`config.mk`:
```
export PLATFORM = sky130hd
export DESIGN_NAME = gemm_tile_scheduler
export DESIGN_NICKNAME = d
export VERILOG_FILES = /design/src/rtl/gemm_tile_scheduler.sv
export SDC_FILE = /design/constraint.sdc
export NUM_CORES = 2
export LEC_CHECK = 0
export BUFFER_PORTS_ARGS = -buffer_cell sky130_fd_sc_hd__buf_2
export CORE_MARGIN = 2
export CORE_UTILIZATION = 40
export DETAILED_ROUTE_END_ITERATION = 12
export PLACE_DENSITY = 0.59
export SYNTH_ARGS = -nofsm -noshare
export SYNTH_HDL_FRONTEND = slang
export SYNTH_SLANG_ARGS = --single-unit
```
`constraint.sdc`:
```
create_clock -name clk -period 30.8 [get_ports clk]
set_input_delay 1.54 -clock clk [delete_from_list [all_inputs] [get_ports clk]]
set_output_delay 1.54 -clock clk [all_outputs]
set_load 0.01 [all_outputs]
```
`src/rtl/gemm_tile_scheduler.sv`:
```
// GEMM tile sequencer: walks an MxK * KxN problem tile by tile (n, then m,
// then k), programs each tile into the gemm register block over the system bus,
// waits for queue space after each tile and finally waits for the done flag.
module gemm_tile_scheduler #(
    parameter int          BLK_M     = 16,
    parameter int          BLK_N     = 16,
    parameter int          BLK_K     = 16,
    parameter logic [31:0] BASE_ADDR = 32'h9000_0000,
    parameter int          DIM_W     = 16
) (
    input  logic             clk,
    input  logic             rst,
    input  logic             start,
    input  logic [DIM_W-1:0] cfg_m,
    input  logic [DIM_W-1:0] cfg_k,
    input  logic [DIM_W-1:0] cfg_n,
    input  logic [31:0]      cfg_a_addr,
    input  logic [31:0]      cfg_b_addr,
    input  logic [31:0]      cfg_c_addr,
    output logic             busy,
    output logic             done,
    output logic             bus_en,
    output logic             bus_rdwr,
    output logic [31:0]      bus_addr,
    output logic [31:0]      bus_wr_data,
    input  logic [31:0]      bus_rd_data
);
    // one extra bit so that offset + block step can never wrap
    localparam int CW = DIM_W + 1;
    localparam logic [CW-1:0] BM = CW'(BLK_M);
    localparam logic [CW-1:0] BN = CW'(BLK_N);
    localparam logic [CW-1:0] BK = CW'(BLK_K);

    typedef enum logic [3:0] {
        IDLE, CALC, WR, FULL_REQ, FULL_CHK, NEXT, DONE_REQ, DONE_CHK, DONE
    } state_t;

    state_t            state, nstate;
    logic [2:0]        wr_idx, nwr_idx;
    logic [DIM_W-1:0]  dim_m, dim_k, dim_n;
    logic [31:0]       a_base, b_base, c_base;
    logic [CW-1:0]     m_c, k_c, n_c;
    logic [31:0]       at_r, bt_r, ct_r, dsz_r;
    logic [1:0]        ctl_r;

    logic [CW-1:0]     dm_x, dk_x, dn_x;
    logic [CW-1:0]     m_rem, k_rem, n_rem, msize, ksize, nsize;
    logic [CW-1:0]     k_step, m_step, n_step;
    logic [31:0]       a_t, b_t, c_t, dsz;
    logic              first, last, tiles_left, zero_dim;

    logic              n_busy, n_done, n_en, n_rdwr;
    logic [31:0]       n_addr, n_wdata;

    assign dm_x = {1'b0, dim_m};
    assign dk_x = {1'b0, dim_k};
    assign dn_x = {1'b0, dim_n};

    // current tile geometry and addresses, registered during CALC
    always_comb begin
        m_rem = dm_x - m_c;
        k_rem = dk_x - k_c;
        n_rem = dn_x - n_c;
        msize = (m_rem > BM) ? BM : m_rem;
        ksize = (k_rem > BK) ? BK : k_rem;
        nsize = (n_rem > BN) ? BN : n_rem;
        first = (k_c == '0);
        last  = ((k_c + BK) >= dk_x);
        a_t   = a_base + 32'(m_c) * 32'(dim_k) + 32'(k_c);
        // B points at the last row of the tile's k-slice
        b_t   = b_base + 32'(k_c + ksize - CW'(1)) * 32'(dim_n) + 32'(n_c);
        c_t   = c_base + 32'(m_c) * 32'(dim_n) + 32'(n_c);
        dsz   = 32'(msize) | (32'(ksize) << 5) | (32'(nsize) << 10);
    end

    assign k_step     = k_c + BK;
    assign m_step     = m_c + BM;
    assign n_step     = n_c + BN;
    assign tiles_left = (k_step < dk_x) || (m_step < dm_x) || (n_step < dn_x);
    assign zero_dim   = (cfg_m == '0) || (cfg_k == '0) || (cfg_n == '0);

    // state register
    always_ff @(posedge clk) begin
        if (rst) begin
            state  <= IDLE;
            wr_idx <= '0;
        end else begin
            state  <= nstate;
            wr_idx <= nwr_idx;
        end
    end

    // next state, plus the output values for that next state so outputs can be
    // registered yet line up with the state they belong to
    always_comb begin
        nstate  = state;
        nwr_idx = wr_idx;
        case (state)
            IDLE:     if (start) nstate = zero_dim ? DONE : CALC;
            CALC:     begin nstate = WR; nwr_idx = '0; end
            WR:       if (wr_idx == 3'd6) nstate = FULL_REQ;
                      else nwr_idx = wr_idx + 3'd1;
            FULL_REQ: nstate = FULL_CHK;
            FULL_CHK: if (bus_rd_data != 32'd1) nstate = NEXT;
            NEXT:     nstate = tiles_left ? CALC : DONE_REQ;
            DONE_REQ: nstate = DONE_CHK;
            DONE_CHK: if (bus_rd_data == 32'd1) nstate = DONE;
            DONE:     nstate = IDLE;
            default:  nstate = IDLE;
        endcase

        n_busy  = (nstate != IDLE) && (nstate != DONE);
        n_done  = (nstate == DONE);
        n_en    = 1'b0;
        n_rdwr  = 1'b0;
        n_addr  = '0;
        n_wdata = '0;
        case (nstate)
            WR: begin
                n_en   = 1'b1;
                n_rdwr = 1'b1;
                // DIM goes last: writing it enqueues the tile
                case (nwr_idx)
                    3'd0:    begin n_addr = BASE_ADDR + 32'd12; n_wdata = 32'(dim_k); end
                    3'd1:    begin n_addr = BASE_ADDR + 32'd16; n_wdata = 32'(dim_n); end
                    3'd2:    begin n_addr = BASE_ADDR;          n_wdata = at_r;       end
                    3'd3:    begin n_addr = BASE_ADDR + 32'd4;  n_wdata = bt_r;       end
                    3'd4:    begin n_addr = BASE_ADDR + 32'd8;  n_wdata = ct_r;       end
                    3'd5:    begin n_addr = BASE_ADDR + 32'd20; n_wdata = {30'd0, ctl_r}; end
                    default: begin n_addr = BASE_ADDR + 32'd24; n_wdata = dsz_r;      end
                endcase
            end
            FULL_REQ, FULL_CHK: begin
                n_en   = 1'b1;
                n_addr = BASE_ADDR;
            end
            DONE_REQ, DONE_CHK: begin
                n_en   = 1'b1;
                n_addr = BASE_ADDR + 32'd24;
            end
            default: ;
        endcase
    end

    // registered outputs, latched command, tile registers and tile counters
    always_ff @(posedge clk) begin
        if (rst) begin
            busy        <= 1'b0;
            done        <= 1'b0;
            bus_en      <= 1'b0;
            bus_rdwr    <= 1'b0;
            bus_addr    <= '0;
            bus_wr_data <= '0;
            dim_m       <= '0;
            dim_k       <= '0;
            dim_n       <= '0;
            a_base      <= '0;
            b_base      <= '0;
            c_base      <= '0;
            m_c         <= '0;
            k_c         <= '0;
            n_c         <= '0;
            at_r        <= '0;
            bt_r        <= '0;
            ct_r        <= '0;
            dsz_r       <= '0;
            ctl_r       <= '0;
        end else begin
            busy        <= n_busy;
            done        <= n_done;
            bus_en      <= n_en;
            bus_rdwr    <= n_rdwr;
            bus_addr    <= n_addr;
            bus_wr_data <= n_wdata;
            if (state == IDLE && start) begin
                dim_m  <= cfg_m;
                dim_k  <= cfg_k;
                dim_n  <= cfg_n;
                a_base <= cfg_a_addr;
                b_base <= cfg_b_addr;
                c_base <= cfg_c_addr;
                m_c    <= '0;
                k_c    <= '0;
                n_c    <= '0;
            end
            if (state == CALC) begin
                at_r  <= a_t;
                bt_r  <= b_t;
                ct_r  <= c_t;
                dsz_r <= dsz;
                ctl_r <= {first, last};
            end
            if (state == NEXT) begin
                if (k_step < dk_x) begin
                    k_c <= k_step;
                end else begin
                    k_c <= '0;
                    if (m_step < dm_x) begin
                        m_c <= m_step;
                    end else begin
                        m_c <= '0;
                        n_c <= n_step;
                    end
                end
            end
        end
    end
endmodule

```
==> impl_metrics.csv <==
group,metric,value,unit
detailed_routing,drc,0,
pwr,combPwrFrac,0.510,
sta,fin_crit_sh,0.431,
detailed_routing,dr.pass1.iters,6,
clock_network,clock-sinks,363,
pwr,ir_drop,47.2,uV
critical_path,crit_required,31.28,ns
cells_and_area,final_cells,7915,
detailed_routing,finalWirelength,175,mm
clock_network,htreeDepth,2,
pwr,clockPowerShare,0.260,
global_route,overflow,0,
place,gp_congestion,0.972,
floorplan,die_area,130000,um2
outcome,status,"complete, no violations",
critical_path,critPathKind,"reg2reg",
pwr,power_density,43.0,nW/um2
clock_network,clock_latency,0.68,ns
critical_path,cp-start-kind,"flip-flop",
cells_and_area,multi_input_area,37800,um2
clock_network,post_cts.repair.setup_buffers,0,
pwr,p_sw_frac,0.441,
critical_path,critPathMaxStageDelay,1.13,ns
synthesis,syn_avg_cell_area,8.25,um2
floorplan,rows,130,
pwr,power.leakage,25.8,nW
place,io_buffers,219,
global_route,grt_first_pass_wirelength,263,mm
floorplan,io_pins,247,
cells_and_area,area_growth,8.92,%
global_route,grt_max_degree,115,
pwr,p_sw,0.00105,W
synthesis,post-synth-top-area-fraction,0.331,
sta,fin_tns_setup,0,ns
pwr,seq_power_share,0.231,
global_route,grt_pass1_vias,42100,
sta,holdWs,0.453,ns
detailed_routing,first_iter_violations,3994,
synthesis,synth_cell_types,87,
synthesis,ys_seq_area_frac,0.143,
detailed_routing,num_vias,42300,
cells_and_area,final_nets,7667,
synthesis,synth_edf_count,0,
critical_path,cp-end-kind,"flip-flop",
synthesis,synthesis.area,50700,um2
sta,drv_slew,0,
pwr,p_int,0.00133,W
sta,maxSlewHeadroom,0.0484,
critical_path,cp_top_family,"adder cells",
sta,finalSetupViolations,0,
sta,rsz0062_at_grt,"false",
global_route,antenna_found_initial,13,
hold_path,hold_path.class,"reg2reg",
global_route,grt_usage,0.270,
detailed_routing,wl_per_cell,22.1,um
synthesis,synth_area_leaders,"fa_1 33%, dfxtp_1 14%, ha_1 10%",
sta,finalHoldViolCount,0,
sta,min_period,13.28,ns
critical_path,cpMostUsedCell,"fa_1",
clock_network,clockBufferDepth,3,
synthesis,synth_ff_type,"dfxtp_1",
cells_and_area,final_util,0.439,
clock_network,post_cts_resized,0,
clock_network,cts_buffers,48,
cells_and_area,drive_gt1_frac,0.0725,
flow_run,maxCapViolCount,0,
critical_path,slowest_stage,"nor3_1",
clock_network,cts_tree,"done",
synthesis,ys_ff_latch,363,
floorplan,initial_core_util,0.403,
floorplan,design.core.area,126000,um2
place,dp_cells,7828,
sta,max_freq,75.3,MHz
detailed_routing,ant_nets,0,
clock_network,cts_root_buf,"clkbuf_16",
critical_path,crit_buf_inv,5,
critical_path,arrival,13.76,ns
cells_and_area,fill_cells,12600,
clock_network,cts.clk_slew.worst_paths,0.06,ns
sta,worst_slew_pin_slew,1.42,ns
place,hpwl,137,mm
synthesis,yosysWarnings,0,
sta,finalClockSkew,0.0558,ns
cells_and_area,seq_area,7280,um2
detailed_routing,vias_per_cell,5.35,
critical_path,path_max_fanout,17,
floorplan,die_y,360,um
clock_network,hold_buffers,0,
synthesis,synthCells,6145,
synthesis,synth_top_area_cell,"fa_1",
floorplan,die_w,360,um
synthesis,async_flop_share,0,
## power groups by stage
stage / sequential (W) / clock [W] / combinational, W
floorplan: 0.000533 / 0 / 0.000878
global placement: 0.000558 / 0 / 0.00118
detailed placement: 0.000558 / 0 / 0.00120
CTS: 0.000548 / 0.000628 / 0.00120
global route: 0.000550 / 0.000644 / 0.00135
finish: 0.000548 / 0.000616 / 0.00121
## metal layers
metal	vias up	part of all wire	GRT usage
li1	19100	-	-
met1	21100	0.42	0.371
met2	1811	0.44	0.420
met3	312	0.092	0.0523
met4	12	0.043	0.0997
met5	-	0.00043	0
## registers in the layout, indices dropped and copies added, names as in the netlist
| signal | flops |
|---|---|
| at_r | 32 |
| ct_r | 32 |
| dim_m | 16 |
| dim_n | 16 |
| done | 1 |
| bus_en | 1 |
| bus_addr | 4 |
| wr_idx | 3 |
| m_c | 17 |
| bus_rdwr | 1 |
| b_base | 32 |
| state | 4 |
| c_base | 32 |
| a_base | 32 |
| ctl_r | 2 |
| n_c | 17 |
| dsz_r | 27 |
| dim_k | 16 |
| busy | 1 |
| bt_r | 32 |
| bus_wr_data | 32 |
| k_c | 13 |
## layout make-up
class                   count  share of cell area
flip-flops and latches    363               0.132
repair buffers            314              0.0329
clock inverters            27             0.00704
inverters                1229              0.0835
clock buffers              58              0.0233
well taps                1650              0.0374
diodes                      1           0.0000453
multi-input cells        4273               0.684
## worst paths after layout
check / slack [ns] / cells past startpoint / start / to
hold / removal: 0.45 / 2 / b_base[22]$_SDFFE_PP0P_ / b_base[22]$_SDFFE_PP0P_
setup reg to reg: 17.52 / 43 / dim_k[4]$_SDFFE_PP0P_ / bt_r[30]$_SDFFE_PP0P_
hold reg to reg: 0.45 / 2 / b_base[22]$_SDFFE_PP0P_ / b_base[22]$_SDFFE_PP0P_
setup / recovery: 17.52 / 43 / dim_k[4]$_SDFFE_PP0P_ / bt_r[30]$_SDFFE_PP0P_
## tightest hold or removal path, stage by stage (launching register included)
cell and delay (ns):
dfxtp_1 0.31, nand2_1 0.05, a21oi_1 0.05
## kinds of logic (layout without fill, tap and decap cells)
group	Yosys count	count (layout)	share of synthesized area
simple gates	1977	1977	0.172
buf+inv	1546	1628	0.117
fa+ha+maj	1260	1260	0.435
compound gates	806	806	0.0975
flops	363	363	0.143
xor+xnor	154	154	0.0269
mux	37	37	0.00817
other cells	2	40	0.000148
## synth_stat cells (all sizes together) (8+ instances only)
cell,n
a211oi,37
a21boi,8
a21o,55
a21oi,378
a222oi,9
a22o,14
a22oi,11
a31oi,29
a32oi,8
and2,184
and3,26
buf,54
clkbuf,263
clkinv,9
dfxtp,363
fa,839
ha,420
inv,1220
mux2,15
mux2i,20
nand2,1036
nand2b,32
nand3,86
nand4,18
nor2,387
nor2b,30
nor3,64
nor3b,10
nor4,37
nor4b,8
o211ai,15
o21a,36
o21ai,119
o21bai,14
or3,31
xnor2,120
xor2,33
## through the flow
stage / total power (W) / setup WS [ns] / instance area [um2]
2_1_floorplan: 0.00141 / 20.06 / 50900
3_3_place_gp: 0.00174 / 18.16 / 53600
3_5_place_dp: 0.00176 / 17.77 / 53600
4_1_cts: 0.00238 / 17.69 / 55200
5_1_grt: 0.00255 / 16.62 / 55200
6_report: 0.00237 / 17.52 / 55200
## layout by cell type (no fill, tap or decap), drive strengths merged, types with 15 or more instances in the layout
cell type  count
a21o          55
conb          39
a31oi         29
and3          26
a21oi        378
clkinv        20
mux2i         20
o21ai        119
a211oi        37
nand2b        32
o211ai        15
or3           31
xor2          33
nor4          37
buf          313
inv         1224
nor3          64
nand4         18
nand2       1036
nor2         387
mux2          15
ha           420
and2         184
dfxtp        363
o21a          36
clkbuf        59
xnor2        120
fa           839
nor2b         30
nand3         86
No activity file was read; power rests on OpenSTA's default activity.
